===== src/rtl/ex_multicycle_ctrl_pkg.sv =====
// Purpose : shared encodings for the EX multi-cycle sequencer (FSM states,
//           stall vector bit positions, pass-counter codes, watchdog default).
// Latency : n/a (definitions only).
// Backpressure: n/a. Also provides the codebase macros ZeroWord, Stop/NoStop,
//           ResetEnable when they are not already defined elsewhere.

`ifndef ZeroWord
`define ZeroWord 32'h0000_0000
`endif
`ifndef Stop
`define Stop 1'b1
`endif
`ifndef NoStop
`define NoStop 1'b0
`endif
`ifndef ResetEnable
`define ResetEnable 1'b1
`endif

package ex_multicycle_ctrl_pkg;

    typedef enum logic [1:0] {
        ST_IDLE     = 2'd0,
        ST_ACC      = 2'd1,
        ST_DIV_WAIT = 2'd2,
        ST_DONE     = 2'd3
    } mc_state_e;

    // Positions in the 6-bit pipeline stall vector.
    localparam int unsigned STALL_EX  = 3;
    localparam int unsigned STALL_MEM = 4;

    // Accumulate pass counter codes.
    localparam logic [1:0] CNT_IDLE  = 2'b00;
    localparam logic [1:0] CNT_PASS1 = 2'b01;
    localparam logic [1:0] CNT_PASS2 = 2'b10;

    // Default number of DIV_WAIT cycles before the watchdog aborts.
    localparam int unsigned DIV_TIMEOUT_DEF = 40;

endpackage


===== src/rtl/ex_multicycle_ctrl_acc_unit.sv =====
// Purpose : 64-bit datapath for the two-pass MADD/MSUB accumulate.
// Latency : purely combinational, 0 cycles.
// Backpressure: none; the sequencer decides when the results are captured.
// Ports   : negate_i selects -product for MSUB; product_i is the multiplier
//           output; hilo_cur_i/partial_i are the second-pass addends;
//           pass1_o is the first-pass value, pass2_o the final sum.

module mc_acc_unit (
    input  logic        negate_i,
    input  logic [63:0] product_i,
    input  logic [63:0] hilo_cur_i,
    input  logic [63:0] partial_i,
    output logic [63:0] pass1_o,
    output logic [63:0] pass2_o
);

    // Two's complement negate; wraps naturally at 64 bits.
    assign pass1_o = negate_i ? (~product_i + 64'd1) : product_i;
    assign pass2_o = hilo_cur_i + partial_i;

endmodule


===== src/rtl/ex_multicycle_ctrl.sv =====
// Purpose : sequences MADD/MADDU/MSUB/MSUBU (two passes) and DIV/DIVU (external
//           iterative divider) over the shared 64-bit HI/LO temporary path.
// Latency : accumulate = 2 cycles to DONE; divide = 1 cycle + divider time;
//           divide by zero = 1 cycle.
// Backpressure: raises stallreq_o while it needs EX held; holds ACC/DONE while
//           stall[3] is set by someone else.
// Ports   : clk/rst (sync, active-high); stall vector; multiply/divide requests
//           and operands from EX; divider handshake (start level, annul pulse,
//           ready pulse, result); hilo_tmp_o/cnt_o/hilo_valid_o back to EX/MEM.
// Option  : define DIV_WATCHDOG_EN to abort a divide after DIV_TIMEOUT cycles
//           in DIV_WAIT with an all-ones result.

module ex_multicycle_ctrl
    import ex_multicycle_ctrl_pkg::*;
#(
    parameter int unsigned DIV_TIMEOUT = DIV_TIMEOUT_DEF
) (
    input  logic        clk,
    input  logic        rst,
    input  logic [5:0]  stall,
    input  logic        madd_req,
    input  logic        msub_req,
    input  logic [63:0] mul_result,
    input  logic [63:0] hilo_cur,
    input  logic        div_req,
    input  logic        div_signed_i,
    input  logic [31:0] div_op1_i,
    input  logic [31:0] div_op2_i,
    input  logic        div_ready_i,
    input  logic [63:0] div_result_i,
    input  logic        flush_i,
    output logic        stallreq_o,
    output logic [1:0]  cnt_o,
    output logic [63:0] hilo_tmp_o,
    output logic        hilo_valid_o,
    output logic        div_start_o,
    output logic        div_annul_o,
    output logic        div_signed_o,
    output logic [31:0] div_op1_o,
    output logic [31:0] div_op2_o,
    output logic        busy_o
);

    mc_state_e   state_q, state_d;
    logic [1:0]  cnt_q, cnt_d;
    logic [63:0] hilo_q, hilo_d;
    logic        valid_q, valid_d;
    logic        start_q, start_d;
    logic        annul_q, annul_d;
    logic        sgn_q, sgn_d;
    logic [31:0] op1_q, op1_d;
    logic [31:0] op2_q, op2_d;
    logic [63:0] acc_pass1, acc_pass2;
    logic        wd_expired;

    // madd wins over msub, so only negate when msub is the sole request.
    mc_acc_unit u_acc (
        .negate_i   (msub_req & ~madd_req),
        .product_i  (mul_result),
        .hilo_cur_i (hilo_cur),
        .partial_i  (hilo_q),
        .pass1_o    (acc_pass1),
        .pass2_o    (acc_pass2)
    );

`ifdef DIV_WATCHDOG_EN
    localparam int unsigned WdW = $clog2(DIV_TIMEOUT + 1);
    logic [WdW-1:0] wd_cnt_q;

    // Counts cycles spent in DIV_WAIT; restarts on every entry.
    always_ff @(posedge clk) begin
        if (rst == `ResetEnable || state_q != ST_DIV_WAIT) begin
            wd_cnt_q <= '0;
        end else begin
            wd_cnt_q <= wd_cnt_q + 1'b1;
        end
    end

    assign wd_expired = (wd_cnt_q == WdW'(DIV_TIMEOUT - 1));
`else
    localparam int unsigned UnusedTimeout = DIV_TIMEOUT;
    assign wd_expired = 1'b0;
`endif

    // Only the EX hold bit matters here; the rest of the vector is ignored.
    logic unused_stall;
    assign unused_stall = ^{stall[5:STALL_MEM], stall[STALL_EX-1:0]};

    always_comb begin
        state_d    = state_q;
        cnt_d      = cnt_q;
        hilo_d     = hilo_q;
        valid_d    = valid_q;
        start_d    = start_q;
        annul_d    = 1'b0;
        sgn_d      = sgn_q;
        op1_d      = op1_q;
        op2_d      = op2_q;
        stallreq_o = `NoStop;

        case (state_q)
            ST_IDLE: begin
                if (div_req) begin
                    stallreq_o = `Stop;
                    if (div_op2_i == `ZeroWord) begin
                        // Divide by zero never reaches the divider.
                        hilo_d  = {`ZeroWord, `ZeroWord};
                        valid_d = 1'b1;
                        state_d = ST_DONE;
                    end else begin
                        sgn_d   = div_signed_i;
                        op1_d   = div_op1_i;
                        op2_d   = div_op2_i;
                        start_d = 1'b1;
                        state_d = ST_DIV_WAIT;
                    end
                end else if (madd_req || msub_req) begin
                    stallreq_o = `Stop;
                    hilo_d     = acc_pass1;
                    cnt_d      = CNT_PASS1;
                    state_d    = ST_ACC;
                end
            end
            ST_ACC: begin
                // A foreign EX stall freezes the second pass.
                if (!stall[STALL_EX]) begin
                    hilo_d  = acc_pass2;
                    cnt_d   = CNT_PASS2;
                    valid_d = 1'b1;
                    state_d = ST_DONE;
                end
            end
            ST_DIV_WAIT: begin
                stallreq_o = `Stop;
                if (div_ready_i) begin
                    hilo_d  = div_result_i;
                    valid_d = 1'b1;
                    start_d = 1'b0;
                    state_d = ST_DONE;
                end else if (wd_expired) begin
                    annul_d = 1'b1;
                    hilo_d  = {64{1'b1}};
                    valid_d = 1'b1;
                    start_d = 1'b0;
                    state_d = ST_DONE;
                end
            end
            ST_DONE: begin
                if (!stall[STALL_EX]) begin
                    cnt_d   = CNT_IDLE;
                    hilo_d  = {`ZeroWord, `ZeroWord};
                    valid_d = 1'b0;
                    state_d = ST_IDLE;
                end
            end
            default: state_d = ST_IDLE;
        endcase

        // Flush overrides everything, including a same-cycle div_ready_i.
        if (flush_i) begin
            state_d = ST_IDLE;
            cnt_d   = CNT_IDLE;
            hilo_d  = {`ZeroWord, `ZeroWord};
            valid_d = 1'b0;
            start_d = 1'b0;
            sgn_d   = 1'b0;
            op1_d   = `ZeroWord;
            op2_d   = `ZeroWord;
            annul_d = (state_q == ST_DIV_WAIT);
        end
    end

    always_ff @(posedge clk) begin
        if (rst == `ResetEnable) begin
            state_q <= ST_IDLE;
            cnt_q   <= CNT_IDLE;
            hilo_q  <= {`ZeroWord, `ZeroWord};
            valid_q <= 1'b0;
            start_q <= 1'b0;
            annul_q <= 1'b0;
            sgn_q   <= 1'b0;
            op1_q   <= `ZeroWord;
            op2_q   <= `ZeroWord;
        end else begin
            state_q <= state_d;
            cnt_q   <= cnt_d;
            hilo_q  <= hilo_d;
            valid_q <= valid_d;
            start_q <= start_d;
            annul_q <= annul_d;
            sgn_q   <= sgn_d;
            op1_q   <= op1_d;
            op2_q   <= op2_d;
        end
    end

    assign cnt_o        = cnt_q;
    assign hilo_tmp_o   = hilo_q;
    assign hilo_valid_o = valid_q;
    assign div_start_o  = start_q;
    assign div_annul_o  = annul_q;
    assign div_signed_o = sgn_q;
    assign div_op1_o    = op1_q;
    assign div_op2_o    = op2_q;
    assign busy_o       = (state_q != ST_IDLE);

endmodule


===== config.mk =====
export PLATFORM = sky130hd
export DESIGN_NAME = ex_multicycle_ctrl
export DESIGN_NICKNAME = d
export VERILOG_FILES = /design/src/rtl/ex_multicycle_ctrl_pkg.sv /design/src/rtl/ex_multicycle_ctrl_acc_unit.sv /design/src/rtl/ex_multicycle_ctrl.sv
export SDC_FILE = /design/constraint.sdc
export NUM_CORES = 1
export LEC_CHECK = 0
export BUFFER_PORTS_ARGS = -buffer_cell sky130_fd_sc_hd__buf_4
export CELL_PAD_IN_SITES_DETAIL_PLACEMENT = 2
export CELL_PAD_IN_SITES_GLOBAL_PLACEMENT = 2
export CORE_ASPECT_RATIO = 2
export CORE_MARGIN = 4
export CORE_UTILIZATION = 28
export CTS_CLUSTER_SIZE = 30
export DETAILED_ROUTE_END_ITERATION = 8
export PLACE_DENSITY = 0.8
export SLEW_MARGIN = 40
export SYNTH_ARGS = -nofsm -noshare
export SYNTH_HDL_FRONTEND = slang
export SYNTH_HIERARCHICAL = 1
export SYNTH_SLANG_ARGS = --single-unit
export TNS_END_PERCENT = 30

===== constraint.sdc =====
create_clock -name clk -period 5.6 [get_ports clk]
set_input_delay 1.4 -clock clk [delete_from_list [all_inputs] [get_ports clk]]
set_output_delay 1.4 -clock clk [all_outputs]
set_load 0.005 [all_outputs]

# Word level (Yosys, flattened, before mapping)
# Cells that the tools add are included.
dict set report totals {
  regBits 136
  out_inout_bits 136
  in_bits 270
  word_cells 74
}
dict set report classes {
  mux 31
  addsub 2
  eq_ne 13
  n_bitwise 5
  reduce_logical 14
}
# op count
set op_table {}
lappend op_table {{$mux 64} 7}
lappend op_table {{$pmux 64 s4} 1}
lappend op_table {{$add 64x1->64 const B} 1}
lappend op_table {{$add 64x64->64} 1}
lappend op_table {{$not 64->64} 1}
lappend op_table {{$logic_not 32->1} 1}
lappend op_table {{$ne 2x2->1 const B} 8}
lappend op_table {{$reduce_and 5->1} 3}
lappend op_table {{$mux 2} 7}
lappend op_table {{$mux 1} 11}
lappend op_table {{$pmux 2 s4} 1}
lappend op_table {{$reduce_and 4->1} 2}
lappend op_table {{$ne 3x3->1 const B} 2}
lappend op_table {{$pmux 2 s3} 1}
lappend op_table {{$eq 2x2->1 const B} 2}
lappend op_table {{$pmux 1 s2} 2}
lappend op_table {{$pmux 1 s4} 1}
lappend op_table {{$reduce_bool 2->1} 2}
lappend op_table {{$reduce_or 2->1} 2}
lappend op_table {{$not 1->1} 3}
lappend op_table {{$reduce_and 3->1} 1}
lappend op_table {{$reduce_bool 3->1} 1}
lappend op_table {{$eq 2x1->1 const B} 1}
lappend op_table {{$logic_not 2->1} 1}
lappend op_table {{2 further kinds} 2}

# Depth between registers and ports, before layout
dict set report depth {
  ltp_word 6
  depth_mapped 14
}

# Hierarchy
# The synthesis kept the hierarchy.
# mod n_inst seq_area_each_um2 area_each_um2 cells_per_inst
set modules_own_cells {}
lappend modules_own_cells {ex_multicycle_ctrl 1 2722.6 6259.8 723}
lappend modules_own_cells {mc_acc_unit 1 0.0 5021.1 738}

# Worst setup path before layout
# Ideal clock, no wire load.
dict set report synth_timing {
  path_type {input-to-reg}
  from {input port hilo_cur[0]}
  to {register hilo_q[44], in the netlist hilo_tmp_o[44]}
  path_slack_ps 970
  setup_ps 146
  t_arrival_ps 4484
  path_stages 14
  cell_sequence {ha_1 > fa_1 > a21o_1 > a221o_1 > a31oi_1 > o311a_1 > o41ai_1 > a221oi_1 > o21ai_0 > a21boi_0 > xnor2_1 > a22o_1 > a21oi_1 > a211oi_2}
}
dict set report synth_between {
  elab_chain_len 3
}
# element line
set synth_lines {}
lappend synth_lines {{start: declaration} ex_multicycle_ctrl.sv:24} ;# input logic [63:0] hilo_cur,
lappend synth_lines {{$add 64x64->64} ex_multicycle_ctrl_acc_unit.sv:19} ;# assign pass2_o = hilo_cur_i + partial_i;
lappend synth_lines {{net acc_pass2[44]} ex_multicycle_ctrl.sv:53} ;# logic [63:0] acc_pass1, acc_pass2;
lappend synth_lines {{$mux 64} ex_multicycle_ctrl.sv:126} ;# if (!stall[STALL_EX]) begin
lappend synth_lines {{$pmux 64 s4} ex_multicycle_ctrl.sv:101} ;# case (state_q)
lappend synth_lines {{end signal: assignment} ex_multicycle_ctrl.sv:177} ;# hilo_q <= {`ZeroWord, `ZeroWord};
lappend synth_lines {{end signal: assignment} ex_multicycle_ctrl.sv:187} ;# hilo_q <= hilo_d;
lappend synth_lines {{end: declaration} ex_multicycle_ctrl.sv:46} ;# logic [63:0] hilo_q, hilo_d;
# The timed path passes the listed nets, and every way through them passes these cells. The select of a mux whose other input is x is not followed.
# A chain may end at the register's enable or synchronous reset.

# Worst setup path in the final report
dict set report layout_timing {
  from {input port hilo_cur[0]}
  to {register hilo_q[48], in the netlist hilo_tmp_o[48]}
}
# Same word-level chain as after synthesis.

==> flow_summary.ini <==
[power]
p_int_w = 0.00227
seq_power_share_pct = 29.1
pwr-share-clk_pct = 34.4
irDropWorstVdd_mv = 0.208
leakage_nw = 6.64
comb_power_share_pct = 36.5
powerDensity_nw_per_um2 = 238
switchingPower_w = 0.00139
switching_share_pct = 37.9

[worst_setup_path]
rr_worst_depth = 16
cp-end-kind = flop
start_kind = input port
crit_required_ps = 5900
r2r_slack_ps = 1070
crit_type = in -> reg
cp_data_arrival_time_ps = 5460
worstReg2RegEnd = hilo_tmp_o[48]
reg2reg_from = hilo_tmp_o[0]
critPathMaxFanout = 4

[synthesis]
async_reset_ff_share_pct = 0
yosysWarnings = 6
muxShareOfSynthArea_pct = 0.0887
synth_fa_ha_area_share_pct = 7.83
avgSynthCellArea_um2 = 7.72
synth_edf_count = 0
ys_seq_area_share_pct = 24.1
dominantRegCellSynth = dfxtp_1
syn_area_um2 = 11300
synth_top_family_by_area = compound AO/OA/AOI/OAI gates
ys_ff_latch = 136
netlist_instances = 1461
synthSimpleGateAreaFrac_pct = 16.0
synth_cell_type_count = 76
synth_compound_area_share_pct = 36.7
syn_nets = 1801
synth_xor_area_share_pct = 9.47

[timing]
finalCriticalPeriod_ps = 5160
fin_crit_sh_pct = 92.1
setup_viol = 0
grt_setup_unrepaired = false
maxSlewViolCount = 0
finalSetupTns_ps = 0
fin_skew_ps = 21.2
tightestPinTransition_ps = 752
relSlewSlack_pct = 48.6
fmax_ghz = 0.194
hold_viol_final = 0

[layout]
fill_cells = 4709
fin_nets = 2145
syn2layout_area_growth_pct = 36.6
multi_input_comb_area_um2 = 7960
instances_no_fill = 2348
drive_gt1_share_pct = 29.8
regArea_um2 = 2720
final_common_cell = buf_4
final_cell_mix = 427 x buf_4, 267 x a21oi_1, 214 x nand2_1

[min_path]
hold_path.startpoint = div_op1_o[15]
hp-class = reg -> reg
whs_path_depth = 2
min_to = div_op1_o[15]

[grt]
grt_max_degree = 102
track_usage_pct = 26.1
grt_pass1_vias = 15134
grt_pass1_wl_um = 87900
grt-ovfl-total = 0
grt_antenna_before_repair = 8

[routing]
drtIter0Drc = 378
wl_per_cell_um = 25.2
vias = 13246
drc = 0
first_pass_iters = 5
wl_um = 59100
viasPerCell = 5.64
antenna_left = 0

[die]
rows = 103
ios = 406
start_util_pct = 28.4
die_y_um = 292
dieArea_um2 = 43800
core-area_um2 = 39700
chipWidth_um = 150

[cts]
cts-root-buf = clkbuf_16
ctsHoldBuffers = 0
path_clk_slew_ps = 70
cts_max_level = 4
cts_tree = done
ctsLongestPathBuffers = 2
cts-resized-gates = 0
worstSkewPairLatency_ps = 460
cts-buffers-inserted = 17
clock_sinks = 136
postCtsSetupBuffers = 0

[placed_design]
dp_hpwl_um = 47500
dp.cells = 2310
io_buffers = 400
place.gp.congestion = 0.894

[status]
status = completed

[flow_run]
drv_cap = 0
power by group through the flow:
stage | Sequential [W] | Combinational, W | Clock [W]
after global routing | 0.00107 | 0.00144 | 0.00133
final | 0.00107 | 0.00134 | 0.00126
after detailed placement | 0.00109 | 0.00132 | 0
after CTS | 0.00107 | 0.00134 | 0.00129
after global placement | 0.00109 | 0.00126 | 0
after floorplan | 0.00108 | 0.000774 | 0
worst max path at each step:
stage,slack [ps],to,from
3_5_place_dp,170,hilo_tmp_o[58],hilo_cur[35]
2_1_floorplan,970,hilo_tmp_o[44],hilo_cur[0]
3_3_place_gp,240,hilo_tmp_o[58],hilo_cur[35]
4_1_cts,540,hilo_tmp_o[48],hilo_cur[0]
6_report,440,hilo_tmp_o[48],hilo_cur[0]
5_1_grt,230,hilo_tmp_o[44],hilo_cur[0]
cells in the mapped netlist (4+ instances only):
master / n / share of area (%)
a221oi_1: 7 / 0.54
or4_1: 5 / 0.33
a21oi_1: 268 / 12
o41ai_1: 8 / 0.62
nor4_1: 11 / 0.61
a22o_1: 64 / 5.0
inv_1: 23 / 0.77
buf_6: 11 / 1.1
ha_1: 69 / 7.7
a211oi_1: 26 / 1.7
buf_4: 9 / 0.60
o21ai_0: 56 / 2.5
nor2b_1: 8 / 0.44
a211oi_2: 43 / 4.8
dfxtp_1: 136 / 24
xnor2_1: 97 / 7.5
o21a_1: 5 / 0.33
and2_1: 4 / 0.22
a31oi_1: 10 / 0.55
nand2b_1: 5 / 0.28
xor2_1: 25 / 1.9
o31ai_1: 20 / 1.3
buf_2: 17 / 0.75
o21bai_1: 17 / 1.1
and3_1: 5 / 0.28
nand2_1: 214 / 7.1
nor3_1: 18 / 0.80
a21o_1: 44 / 2.9
clkbuf_1: 62 / 2.1
nand3_1: 14 / 0.62
o31ai_2: 4 / 0.44
buf_1: 8 / 0.27
nor2_1: 50 / 1.7
and4_1: 4 / 0.31
nand4_1: 21 / 1.2
or3_1: 12 / 0.67
o21ai_1: 5 / 0.22
metal layers:
layer	track usage [%]	wire length (um)	part of all wire, %
met1	22.6	18600	31
met2	52.0	33200	56
met3	5.81	3560	6.0
met4	15.7	3730	6.3
met5	0	36	0.061
stage by stage:
stage / hold WS (ps) / instance area [um2] / setup WS, ps / total power [W] / utilization, %
6_report: 455 / 15400 / 443 / 0.00366 / 38.8
5_1_grt: 482 / 15400 / 232 / 0.00385 / 38.8
4_1_cts: 459 / 15400 / 544 / 0.00369 / 38.7
3_5_place_dp: 449 / 14800 / 175 / 0.00241 / 37.2
2_1_floorplan: 453 / 11300 / 970 / 0.00186 / -
3_3_place_gp: 443 / 14700 / 236 / 0.00234 / 36.9
state kept, by name (all words and copies together), names as in the netlist:
signal        flops
state_q           2
div_op1_o        32
div_op2_o        32
div_start_o       1
div_annul_o       1
div_signed_o      1
hilo_valid_o      1
cnt_o             2
hilo_tmp_o       64
logic make-up after synthesis:
kind of cell    after synthesis
simple gates                390
flops                       136
xor+xnor                    122
fa+ha+maj                    70
compound gates              610
mux                           1
buf+inv                     132
area by class of cell:
class,instances,area share (%)
diodes,5,0.0812
repair buffers,434,21.7
well taps,525,4.26
clock inverters,15,1.27
inverters,23,0.560
clock buffers,17,2.76
flip-flops and latches,136,17.7
multi-input cells,1193,51.7
critical path, stage by stage:
cell	delay (ps)
buf_4	80
ha_1	220
fa_1	250
a21o_1	150
a221o_1	190
a31oi_1	110
buf_4	170
o311a_1	450
o41ai_1	600
a221oi_1	170
buf_4	190
o21ai_0	540
nand2_1	120
o311a_1	320
a22o_1	220
a21oi_1	170
a211oi_2	90
No activity file was read; power rests on OpenSTA's default activity.
